===== src/rtl/mem_arbiter_pkg.sv =====
`default_nettype none
// ============================================================================
// Module   : mem_arb_pkg
// Brief    : Shared types and constants for the two-port memory arbiter.
// Revision : 1.0 - initial release
// ============================================================================
package mem_arb_pkg;

    localparam int ADDR_W_DEFAULT = 32;
    localparam int LINE_W_DEFAULT = 256;

    // Requester indices: instruction-cache refill and data cache
    localparam logic PORT_I = 1'b0;
    localparam logic PORT_D = 1'b1;

    typedef enum logic [1:0] {
        ST_IDLE = 2'd0,
        ST_BUSY = 2'd1,
        ST_DONE = 2'd2
    } state_t;

endpackage
`default_nettype wire


===== src/rtl/mem_arbiter_if.sv =====
`default_nettype none
// ============================================================================
// Module   : mem_arbiter_if
// Brief    : Requester and memory-side signal bundle of the memory arbiter.
//            The slave modport is the arbiter's view; master is the view of
//            the requesters plus memory that surround it.
// Revision : 1.0 - initial release
// ============================================================================
interface mem_arbiter_if
    import mem_arb_pkg::*;
#(
    parameter int ADDR_W = ADDR_W_DEFAULT,
    parameter int LINE_W = LINE_W_DEFAULT
);
    // Port 0 (icache refill)
    logic              p0_mem_enable_i;
    logic              p0_mem_write_i;
    logic [ADDR_W-1:0] p0_mem_addr_i;
    logic [LINE_W-1:0] p0_mem_data_i;
    logic [LINE_W-1:0] p0_mem_data_o;
    logic              p0_mem_ack_o;
    // Port 1 (dcache)
    logic              p1_mem_enable_i;
    logic              p1_mem_write_i;
    logic [ADDR_W-1:0] p1_mem_addr_i;
    logic [LINE_W-1:0] p1_mem_data_i;
    logic [LINE_W-1:0] p1_mem_data_o;
    logic              p1_mem_ack_o;
    // Memory side
    logic              mem_enable_o;
    logic              mem_write_o;
    logic [ADDR_W-1:0] mem_addr_o;
    logic [LINE_W-1:0] mem_data_o;
    logic [LINE_W-1:0] mem_data_i;
    logic              mem_ack_i;
    // Status
    logic              err_o;

    modport slave (
        input  p0_mem_enable_i, p0_mem_write_i, p0_mem_addr_i, p0_mem_data_i,
        output p0_mem_data_o, p0_mem_ack_o,
        input  p1_mem_enable_i, p1_mem_write_i, p1_mem_addr_i, p1_mem_data_i,
        output p1_mem_data_o, p1_mem_ack_o,
        output mem_enable_o, mem_write_o, mem_addr_o, mem_data_o,
        input  mem_data_i, mem_ack_i,
        output err_o
    );

    modport master (
        output p0_mem_enable_i, p0_mem_write_i, p0_mem_addr_i, p0_mem_data_i,
        input  p0_mem_data_o, p0_mem_ack_o,
        output p1_mem_enable_i, p1_mem_write_i, p1_mem_addr_i, p1_mem_data_i,
        input  p1_mem_data_o, p1_mem_ack_o,
        input  mem_enable_o, mem_write_o, mem_addr_o, mem_data_o,
        output mem_data_i, mem_ack_i,
        input  err_o
    );

endinterface
`default_nettype wire


===== src/rtl/mem_arbiter_rr_picker2.sv =====
`default_nettype none
// ============================================================================
// Module   : rr_picker2
// Brief    : Combinational two-way round-robin picker. A lone requester wins;
//            on a tie the port that was not granted last time wins.
// Revision : 1.0 - initial release
// ============================================================================
module rr_picker2
    import mem_arb_pkg::*;
(
    input  logic [1:0] req,
    input  logic       last_grant,
    output logic       grant_valid,
    output logic       grant_idx
);

    // Winner selection
    always_comb begin
        grant_valid = |req;
        if (req == 2'b11) begin
            grant_idx = ~last_grant;
        end else if (req[PORT_D]) begin
            grant_idx = PORT_D;
        end else begin
            grant_idx = PORT_I;
        end
    end

endmodule
`default_nettype wire


===== src/rtl/mem_arbiter.sv =====
`default_nettype none
// ============================================================================
// Module   : mem_arbiter
// Brief    : Serialises whole-line requests from two cache ports onto one
//            memory port with round-robin fairness; returns a registered
//            one-cycle ack plus read data to the owning requester.
// Revision : 1.0 - initial release
// ============================================================================
module mem_arbiter
    import mem_arb_pkg::*;
#(
    parameter int ADDR_W = ADDR_W_DEFAULT,
    parameter int LINE_W = LINE_W_DEFAULT
)(
    input  logic         clk_i,
    input  logic         rst_i,
    mem_arbiter_if.slave bus
);

    state_t            state;
    state_t            next_state;
    logic              last_grant;
    logic              owner;
    logic              grant_valid;
    logic              grant_idx;
    logic              grant_now;
    logic              capture_now;
    logic              spurious_ack;

    logic              enable_q;
    logic              write_q;
    logic [ADDR_W-1:0] addr_q;
    logic [LINE_W-1:0] wdata_q;
    logic [LINE_W-1:0] rdata_q;
    logic              ack0_q;
    logic              ack1_q;
    logic              err_q;

    rr_picker2 u_picker (
        .req         ({bus.p1_mem_enable_i, bus.p0_mem_enable_i}),
        .last_grant  (last_grant),
        .grant_valid (grant_valid),
        .grant_idx   (grant_idx)
    );

    // State register
    always_ff @(posedge clk_i or posedge rst_i) begin
        if (rst_i) begin
            state <= ST_IDLE;
        end else begin
            state <= next_state;
        end
    end

    // Next-state decode: requests are only sampled in IDLE
    always_comb begin
        next_state = state;
        case (state)
            ST_IDLE: if (grant_valid)   next_state = ST_BUSY;
            ST_BUSY: if (bus.mem_ack_i) next_state = ST_DONE;
            ST_DONE: next_state = ST_IDLE;
            default: next_state = ST_IDLE;
        endcase
    end

    // Output-side strobes derived from the current state
    always_comb begin
        grant_now    = (state == ST_IDLE) && grant_valid;
        capture_now  = (state == ST_BUSY) && bus.mem_ack_i;
        spurious_ack = (state != ST_BUSY) && bus.mem_ack_i;
    end

    // Request latch, response capture and registered handshake outputs
    always_ff @(posedge clk_i or posedge rst_i) begin
        if (rst_i) begin
            last_grant <= PORT_D;
            owner      <= PORT_I;
            enable_q   <= 1'b0;
            write_q    <= 1'b0;
            addr_q     <= '0;
            wdata_q    <= '0;
            rdata_q    <= '0;
            ack0_q     <= 1'b0;
            ack1_q     <= 1'b0;
            err_q      <= 1'b0;
        end else begin
            if (grant_now) begin
                last_grant <= grant_idx;
                owner      <= grant_idx;
                if (grant_idx == PORT_D) begin
                    write_q <= bus.p1_mem_write_i;
                    addr_q  <= bus.p1_mem_addr_i;
                    wdata_q <= bus.p1_mem_data_i;
                end else begin
                    write_q <= bus.p0_mem_write_i;
                    addr_q  <= bus.p0_mem_addr_i;
                    wdata_q <= bus.p0_mem_data_i;
                end
            end
            if (capture_now) begin
                rdata_q <= bus.mem_data_i;
            end
            if (spurious_ack) begin
                err_q <= 1'b1;
            end
            // Owner is already stable when BUSY hands over to DONE
            enable_q <= (next_state == ST_BUSY);
            ack0_q   <= (next_state == ST_DONE) && (owner == PORT_I);
            ack1_q   <= (next_state == ST_DONE) && (owner == PORT_D);
        end
    end

    assign bus.mem_enable_o  = enable_q;
    assign bus.mem_write_o   = write_q;
    assign bus.mem_addr_o    = addr_q;
    assign bus.mem_data_o    = wdata_q;
    assign bus.p0_mem_ack_o  = ack0_q;
    assign bus.p1_mem_ack_o  = ack1_q;
    assign bus.p0_mem_data_o = rdata_q;
    assign bus.p1_mem_data_o = rdata_q;
    assign bus.err_o         = err_q;

endmodule
`default_nettype wire


===== src/flat_wrapper.sv =====
// flat-port wrapper written by rule: the top's interface ports become plain ports
module mem_arbiter_flat import mem_arb_pkg::*;
#(
    parameter int ADDR_W = ADDR_W_DEFAULT,
    parameter int LINE_W = LINE_W_DEFAULT
)
  (clk_i, rst_i, bus_p0_mem_enable_i, bus_p0_mem_write_i, bus_p0_mem_addr_i, bus_p0_mem_data_i, bus_p0_mem_data_o, bus_p0_mem_ack_o, bus_p1_mem_enable_i, bus_p1_mem_write_i, bus_p1_mem_addr_i, bus_p1_mem_data_i, bus_p1_mem_data_o, bus_p1_mem_ack_o, bus_mem_enable_o, bus_mem_write_o, bus_mem_addr_o, bus_mem_data_o, bus_mem_data_i, bus_mem_ack_i, bus_err_o);
  mem_arbiter_if #(.ADDR_W(ADDR_W), .LINE_W(LINE_W)) bus_i ();
  input  logic clk_i;
  input  logic rst_i;
  input wire logic [$bits(bus_i.p0_mem_enable_i)-1:0] bus_p0_mem_enable_i;
  input wire logic [$bits(bus_i.p0_mem_write_i)-1:0] bus_p0_mem_write_i;
  input wire logic [$bits(bus_i.p0_mem_addr_i)-1:0] bus_p0_mem_addr_i;
  input wire logic [$bits(bus_i.p0_mem_data_i)-1:0] bus_p0_mem_data_i;
  output wire logic [$bits(bus_i.p0_mem_data_o)-1:0] bus_p0_mem_data_o;
  output wire logic [$bits(bus_i.p0_mem_ack_o)-1:0] bus_p0_mem_ack_o;
  input wire logic [$bits(bus_i.p1_mem_enable_i)-1:0] bus_p1_mem_enable_i;
  input wire logic [$bits(bus_i.p1_mem_write_i)-1:0] bus_p1_mem_write_i;
  input wire logic [$bits(bus_i.p1_mem_addr_i)-1:0] bus_p1_mem_addr_i;
  input wire logic [$bits(bus_i.p1_mem_data_i)-1:0] bus_p1_mem_data_i;
  output wire logic [$bits(bus_i.p1_mem_data_o)-1:0] bus_p1_mem_data_o;
  output wire logic [$bits(bus_i.p1_mem_ack_o)-1:0] bus_p1_mem_ack_o;
  output wire logic [$bits(bus_i.mem_enable_o)-1:0] bus_mem_enable_o;
  output wire logic [$bits(bus_i.mem_write_o)-1:0] bus_mem_write_o;
  output wire logic [$bits(bus_i.mem_addr_o)-1:0] bus_mem_addr_o;
  output wire logic [$bits(bus_i.mem_data_o)-1:0] bus_mem_data_o;
  input wire logic [$bits(bus_i.mem_data_i)-1:0] bus_mem_data_i;
  input wire logic [$bits(bus_i.mem_ack_i)-1:0] bus_mem_ack_i;
  output wire logic [$bits(bus_i.err_o)-1:0] bus_err_o;
  assign bus_i.p0_mem_enable_i = bus_p0_mem_enable_i;
  assign bus_i.p0_mem_write_i = bus_p0_mem_write_i;
  assign bus_i.p0_mem_addr_i = bus_p0_mem_addr_i;
  assign bus_i.p0_mem_data_i = bus_p0_mem_data_i;
  assign bus_p0_mem_data_o = bus_i.p0_mem_data_o;
  assign bus_p0_mem_ack_o = bus_i.p0_mem_ack_o;
  assign bus_i.p1_mem_enable_i = bus_p1_mem_enable_i;
  assign bus_i.p1_mem_write_i = bus_p1_mem_write_i;
  assign bus_i.p1_mem_addr_i = bus_p1_mem_addr_i;
  assign bus_i.p1_mem_data_i = bus_p1_mem_data_i;
  assign bus_p1_mem_data_o = bus_i.p1_mem_data_o;
  assign bus_p1_mem_ack_o = bus_i.p1_mem_ack_o;
  assign bus_mem_enable_o = bus_i.mem_enable_o;
  assign bus_mem_write_o = bus_i.mem_write_o;
  assign bus_mem_addr_o = bus_i.mem_addr_o;
  assign bus_mem_data_o = bus_i.mem_data_o;
  assign bus_i.mem_data_i = bus_mem_data_i;
  assign bus_i.mem_ack_i = bus_mem_ack_i;
  assign bus_err_o = bus_i.err_o;
  mem_arbiter #(.ADDR_W(ADDR_W), .LINE_W(LINE_W)) u_core (.clk_i(clk_i), .rst_i(rst_i), .bus(bus_i));
endmodule

===== config.mk =====
export PLATFORM = sky130hd
export DESIGN_NAME = mem_arbiter_flat
export DESIGN_NICKNAME = d
export VERILOG_FILES = /design/src/rtl/mem_arbiter_pkg.sv /design/src/rtl/mem_arbiter_if.sv /design/src/rtl/mem_arbiter_rr_picker2.sv /design/src/rtl/mem_arbiter.sv /design/src/flat_wrapper.sv
export SDC_FILE = /design/constraint.sdc
export NUM_CORES = 1
export LEC_CHECK = 0
export BUFFER_PORTS_ARGS = -buffer_cell sky130_fd_sc_hd__buf_2
export CORE_AREA = 2 2 639 641
export CTS_BUF_LIST = sky130_fd_sc_hd__clkbuf_16
export CTS_CLUSTER_SIZE = 14
export DETAILED_ROUTE_END_ITERATION = 16
export DIE_AREA = 0 0 641 643
export GPL_TIMING_DRIVEN = 0
export PLACE_DENSITY = 0.31
export SLEW_MARGIN = 15
export SYNTH_ARGS = -nofsm -noshare
export SYNTH_HDL_FRONTEND = slang
export SYNTH_HIERARCHICAL = 1
export SYNTH_SLANG_ARGS = --single-unit

===== constraint.sdc =====
create_clock -name clk_i -period 23.1 [get_ports clk_i]
set_input_delay 0 -clock clk_i [delete_from_list [all_inputs] [get_ports clk_i]]
set_output_delay 0 -clock clk_i [all_outputs]
set_load 0.05 [all_outputs]

# Word level (Yosys, flattened, before mapping)

Cells that the tools add are included.

Eq/ne operators: 5
Muxes and demuxes: 8
Bitwise gates (word level): 2
Reductions and logical operators: 7

Operators by type and width:

| cell                                                                     | count |
|---|---|
| 256-bit 2-to-1 mux                                                       | 1 |
| 32-bit 2-to-1 mux                                                        | 1 |
| 1-bit logical AND                                                        | 5 |
| 2-bit by 1-bit equality test with 1-bit output (second input constant)   | 2 |
| 2-bit equality test (second input constant)                              | 2 |
| 2-bit 2-to-1 mux                                                         | 2 |
| 2-bit case mux with 2 select lines                                       | 1 |
| 1-bit 2-to-1 mux                                                         | 3 |
| 2-bit zero test                                                          | 1 |
| 2-bit by 1-bit inequality test with 1-bit output (second input constant) | 1 |
| 1-bit inverter                                                           | 2 |
| 2-bit OR reduction                                                       | 1 |

Flip-flop bits (word level): 553
Bits of input ports: 839
Output and inout port bits: 805
Logic and storage cells: 33

# Longest topological paths before layout

Depth after elaboration: 5
Mapped depth: 5
Depth with buffers taken out: 3

# Modules after synthesis

The synthesis kept the hierarchy.

By module, submodules not included:

| module      | instances | cells each | area each (µm²) | seq. area each (µm²) |
|---|---|---|---|---|
| mem_arbiter | 1         | 1749       | 25849.8         | 13839.5 |
| rr_picker2  | 1         | 2          | 13.8            | 0.0 |

# Worst setup path before layout

OpenSTA, ideal clock, no wires.

Path type: reg2reg
From: register u_core.last_grant
To: register u_core.wdata_q[10] (netlist: u_core/bus.mem_data_o[10])
Setup time: 0.125 ns
Arrival: 1.613 ns
Data required time: 22.975 ns
Path slack: 21.362 ns
Stages on the path, launching flop included: 6
Buffers on the path: 2
Clock period less this slack: 1.738 ns
Cells stage by stage: dfstp_2 > a21boi_1 > clkbuf_1 > buf_2 > mux2_2 > mux2_2

Word-level cells in the longest chain between the ends: 3

Ends and longest elaborated chain:

| item                       | line                         | source |
|---|---|---|
| start: declaration         | mem_arbiter.sv:22            | `logic last_grant;` |
| start signal: assignment   | mem_arbiter.sv:88            | `last_grant <= grant_idx;` |
| 1-bit inverter             | mem_arbiter_rr_picker2.sv:21 | `grant_idx = ~last_grant;` |
| 1-bit 2-to-1 mux           | mem_arbiter_rr_picker2.sv:20 | `if (req == 2'b11) begin` |
| named net u_core.grant_idx | mem_arbiter.sv:25            | `logic grant_idx;` |
| 256-bit 2-to-1 mux         | mem_arbiter.sv:90            | `if (grant_idx == PORT_D) begin` |
| end signal: assignment     | mem_arbiter.sv:93            | `wdata_q <= bus.p1_mem_data_i;` |
| end signal: assignment     | mem_arbiter.sv:97            | `wdata_q <= bus.p0_mem_data_i;` |
| end: declaration           | mem_arbiter.sv:33            | `logic [LINE_W-1:0] wdata_q;` |

The timed path passes the listed nets, and every way through them passes these cells.
A chain may end at the register's enable or synchronous reset.

# Worst setup path after layout

From: register u_core.last_grant
To: register u_core.wdata_q[12] (netlist: u_core/bus.mem_data_o[12])

Same word-level chain as after synthesis.

==> summary.txt <==
STA
  – Worst slew pin tran: 0.866 ns
  – Final Setup Violations: 0
  – Fin Setup TNS: 0 ns
  – Setup Skew: approximately 0.044 ns
  – Ratio of final minimum period to clock period: 0.165
  – Final setup margin: 19.30 ns
  – Hold slack final: 0.102 ns
  – Max Fclk: 0.263 GHz
  – Pins Over Slew Limit: 0
  – RSZ-0062 raised after global routing: no
  – Final hold vios: 0
  – Max_slew headroom: 0.422
  – Min cycle time layout: 3.80 ns

Floorplanning
  – Starting Density: 0.0638
  – Die height: 643 µm
  – Core area: 405000 µm²
  – IO Pins: 1644
  – Die ar.: 412000 µm²
  – Die extent in x: 641 µm
  – Rows: between 200 and 250

Cells and area
  – FILL cells: 46400
  – Nets: 5480
  – Multi-input logic area: 9490 µm²
  – Design Area, Final: between 50000 and 60000 µm²
  – Layout cells sized above 1: 0.584
  – Area Growth Syn to Fin: 114%
  – Storage element area: between 10000 and 15000 µm²

Status
  – Status: completed

Synthesis
  – Synth Area in Simple Gates: 0.00208
  – Synth async-reset ratio: 1.00
  – Dominant cell by count in the synthesized netlist: mux2_2
  – Mapped Cells: approximately 1800
  – #FFs+latches synth: ~550
  – Post-synthesis adder-cell area fraction: 0
  – Top post-synthesis cells by area: dfrtp_1, mux2_2, buf_4, mux2_1, buf_2
  – Synthesized Nets: 2590
  – XOR/XNOR Fraction of Synth Area: 0
  – Number of library cell types mapped by synthesis: 18
  – Post-synthesis area per instance: 14.8 µm²
  – Post-synth EDFFs: 0
  – Cell Area, Synth: ~26000 µm²
  – Register area share after synthesis: 0.535
  – Synth top area share: 0.534
  – Ys flop type: dfrtp_1
  – Yosys warns: 6
  – Mux contribution to synthesized area: 0.364
  – Compound-gate portion of the synthesized area: 0.000968
  – Cell taking the most area after synthesis: dfrtp_1
  – Largest family of logic cells by synthesized area: multiplexers
  – Top cells by count, synth: mux2_2, dfrtp_1, buf_4, mux2_1, buf_2

Critical path
  – Kind of critical path: reg2reg
  – Critical Path AT: about 4.5 ns
  – Crit. End Element: register
  – CP max stage cell: clkbuf_1
  – CP startpoint kind: register
  – Crit path cell chain: a21boi_1, clkbuf_1, buf_2, mux2_2, dlygate4sd3_1, mux2_2, dlygate4sd3_1
  – Max stage delay on crit path: 0.63 ns
  – Critical path peak fanout: 10
  – Worst path required time: 23.78 ns

Drt
  – Final WL: 324 mm
  – Vias: 28600
  – 1st-iter DRT viols: 1284
  – Drt via density: 2.79
  – Wire per inst: 31.7 µm
  – DRT Pass-1 Iters: 5
  – Drc violations: 0
  – Post-DRT Antenna Nets: 0

Clock tree
  – Setup bufs post-CTS: 0
  – Root buf cell: clkbuf_16
  – H-tree levels: 3
  – Worst-skew pair later-pin latency: around 0.8 ns
  – CTS tree: done
  – Clock-pin slew on the worst setup and hold paths: 0.06 ns
  – Clk sink count: roughly 550
  – Clock Path Buffers: 4
  – CTS Buf Count: 84
  – # resized after CTS: 0
  – Hold Buf Count CTS: 1154

Place
  – Routability Congestion: 1.01
  – Post-DP Area: just over 40000 µm²
  – Hpwl dp: 291 mm
  – Post-Place Worst Slack: roughly 20 ns
  – PortBufs: ~1600

GRT
  – GR Util All Layers: 0.152
  – Global-route wire length before repair: 389 mm
  – Pin count of the biggest net entering global routing: 96
  – Grt total ovfl: 0
  – Initial antenna violation count: 341
  – Vias in the first global route: 29600

Pwr
  – Leakage: 0.0242 µW
  – PwrDens: 169 nW/µm²
  – Total power: 9350 µW
  – Worst VDD drop: 0.144 mV

Run
  – Max capacitance violation total: 0

Min path
  – Worst hold path class: in2reg
-- critical path: cells and delay by family (launching register included) --
family                 cells  cell delay (ns)
AO/OA/AOI/OAI              1             0.39
flip-flops                 1             0.36
buffers and inverters      4             2.26
multiplexers               2             0.65
-- layout make-up --
class / count / share of cell area
Clock inverter: 61 / 0.00805
Clock buffer: 85 / 0.0384
Antenna cell: 103 / 0.00465
Inverter: 1 / 0.000203
Buffer: 349 / 0.0456
Tap cell: 5428 / 0.122
Sequential cell: 553 / 0.250
Timing Repair Buffer: 2804 / 0.360
Multi-Input combinational cell: 848 / 0.171
-- cell usage in the layout (no fill, tap or decap) --
| cell type | synthesis | routed |
|---|---|---|
| inv_8 | 0 | 1 |
| dfrtp_1 | 552 | 552 |
| a21o_1 | 1 | 1 |
| a21boi_1 | 1 | 1 |
| clkbuf_1 | 3 | 2 |
| clkinv_1 | 0 | 15 |
| buf_2 | 37 | 1680 |
| bufinv_16 | 0 | 5 |
| diode_2 | 0 | 103 |
| clkbuf_16 | 0 | 85 |
| clkinv_8 | 0 | 1 |
| nor2b_1 | 1 | 1 |
| mux2_2 | 636 | 636 |
| and3b_1 | 1 | 1 |
| clkinv_2 | 0 | 9 |
| inv_1 | 1 | 22 |
| inv_6 | 0 | 2 |
| a21oi_1 | 2 | 2 |
| buf_6 | 3 | 3 |
| nand2b_1 | 3 | 3 |
| and2_1 | 1 | 1 |
| clkinv_16 | 0 | 1 |
| dfstp_2 | 1 | 1 |
| clkbuf_2 | 0 | 1 |
| clkinv_4 | 0 | 3 |
| or2_1 | 1 | 1 |
| dlygate4sd3_1 | 0 | 1154 |
| buf_4 | 306 | 306 |
| buf_16 | 0 | 7 |
| clkinvlp_4 | 0 | 3 |
| mux2_1 | 200 | 200 |
| nor3b_1 | 1 | 1 |
-- metal layers --
layer,part of all wire,wire length (µm),global-route usage,vias up
met5,0.0032,1040,0,-
met1,0.37,119000,0.165,14100
met4,0.033,10700,0.0360,158
met2,0.46,151000,0.254,1737
met3,0.13,42900,0.0870,732
li1,-,-,-,11900
-- state kept, by name (all words and copies together), names as in the netlist --
| name | flops |
|---|---|
| u_core/bus.mem_write_o | 1 |
| u_core/owner | 1 |
| u_core/bus.mem_data_o | 256 |
| u_core/state | 2 |
| u_core/bus.mem_enable_o | 1 |
| u_core/bus.p0_mem_ack_o | 1 |
| u_core/bus.p0_mem_data_o | 256 |
| u_core/bus.err_o | 1 |
| u_core/last_grant | 1 |
| u_core/bus.mem_addr_o | 32 |
| u_core/bus.p1_mem_ack_o | 1 |
-- path summary, 6_finish.rpt --
| path | from | endpoint | slack [ns] | cells past startpoint |
|---|---|---|---|---|
| worst max-delay path | u_core/last_grant$_DFFE_PP1P_ | u_core/bus.mem_data_o[12]$_DFFE_PP0P_ | 19.30 | 7 |
| worst min-delay path | bus_p1_mem_data_i[134] | u_core/bus.mem_data_o[134]$_DFFE_PP0P_ | 0.10 | 4 |
| worst max register to register | u_core/last_grant$_DFFE_PP1P_ | u_core/bus.mem_data_o[12]$_DFFE_PP0P_ | 19.30 | 7 |
| worst min register to register | u_core/owner$_DFFE_PP0P_ | u_core/bus.p0_mem_ack_o$_DFF_PP0_ | 0.44 | 1 |
| max in group asynchronous | rst_i | u_core/bus.mem_data_o[169]$_DFFE_PP0P_ | 20.71 | 7 |
| min in group asynchronous | rst_i | u_core/bus.p0_mem_data_o[210]$_DFFE_PP0P_ | 0.36 | 4 |
-- report_power, final --
| group | internal [µW] | switching (µW) | total [µW] | leakage, µW |
|---|---|---|---|---|
| clock network | 721 | 550 | 1270 | 0.00133 |
| logic | 1600 | 4430 | 6030 | 0.0164 |
| registers | 1470 | 575 | 2040 | 0.00647 |
| total | 3790 | 5560 | 9350 | 0.0242 |
-- through the flow --
step,utilization,std cells
3_3_place_gp,0.101,8822
2_1_floorplan,-,1751
5_1_grt,0.137,10200
6_report,0.137,10200
3_5_place_dp,0.101,8829
4_1_cts,0.136,10100
-- cell families (layout without fill, tap and decap cells) --
logic type	count (synthesis)	after routing
muxes	836	836
DFF	553	553
AOI/OAI and AO/OA	4	4
buffers and inverters	350	3300
and+or+nand+nor	8	8
other	0	103
Note: power is estimated with default switching activity, not from simulation.
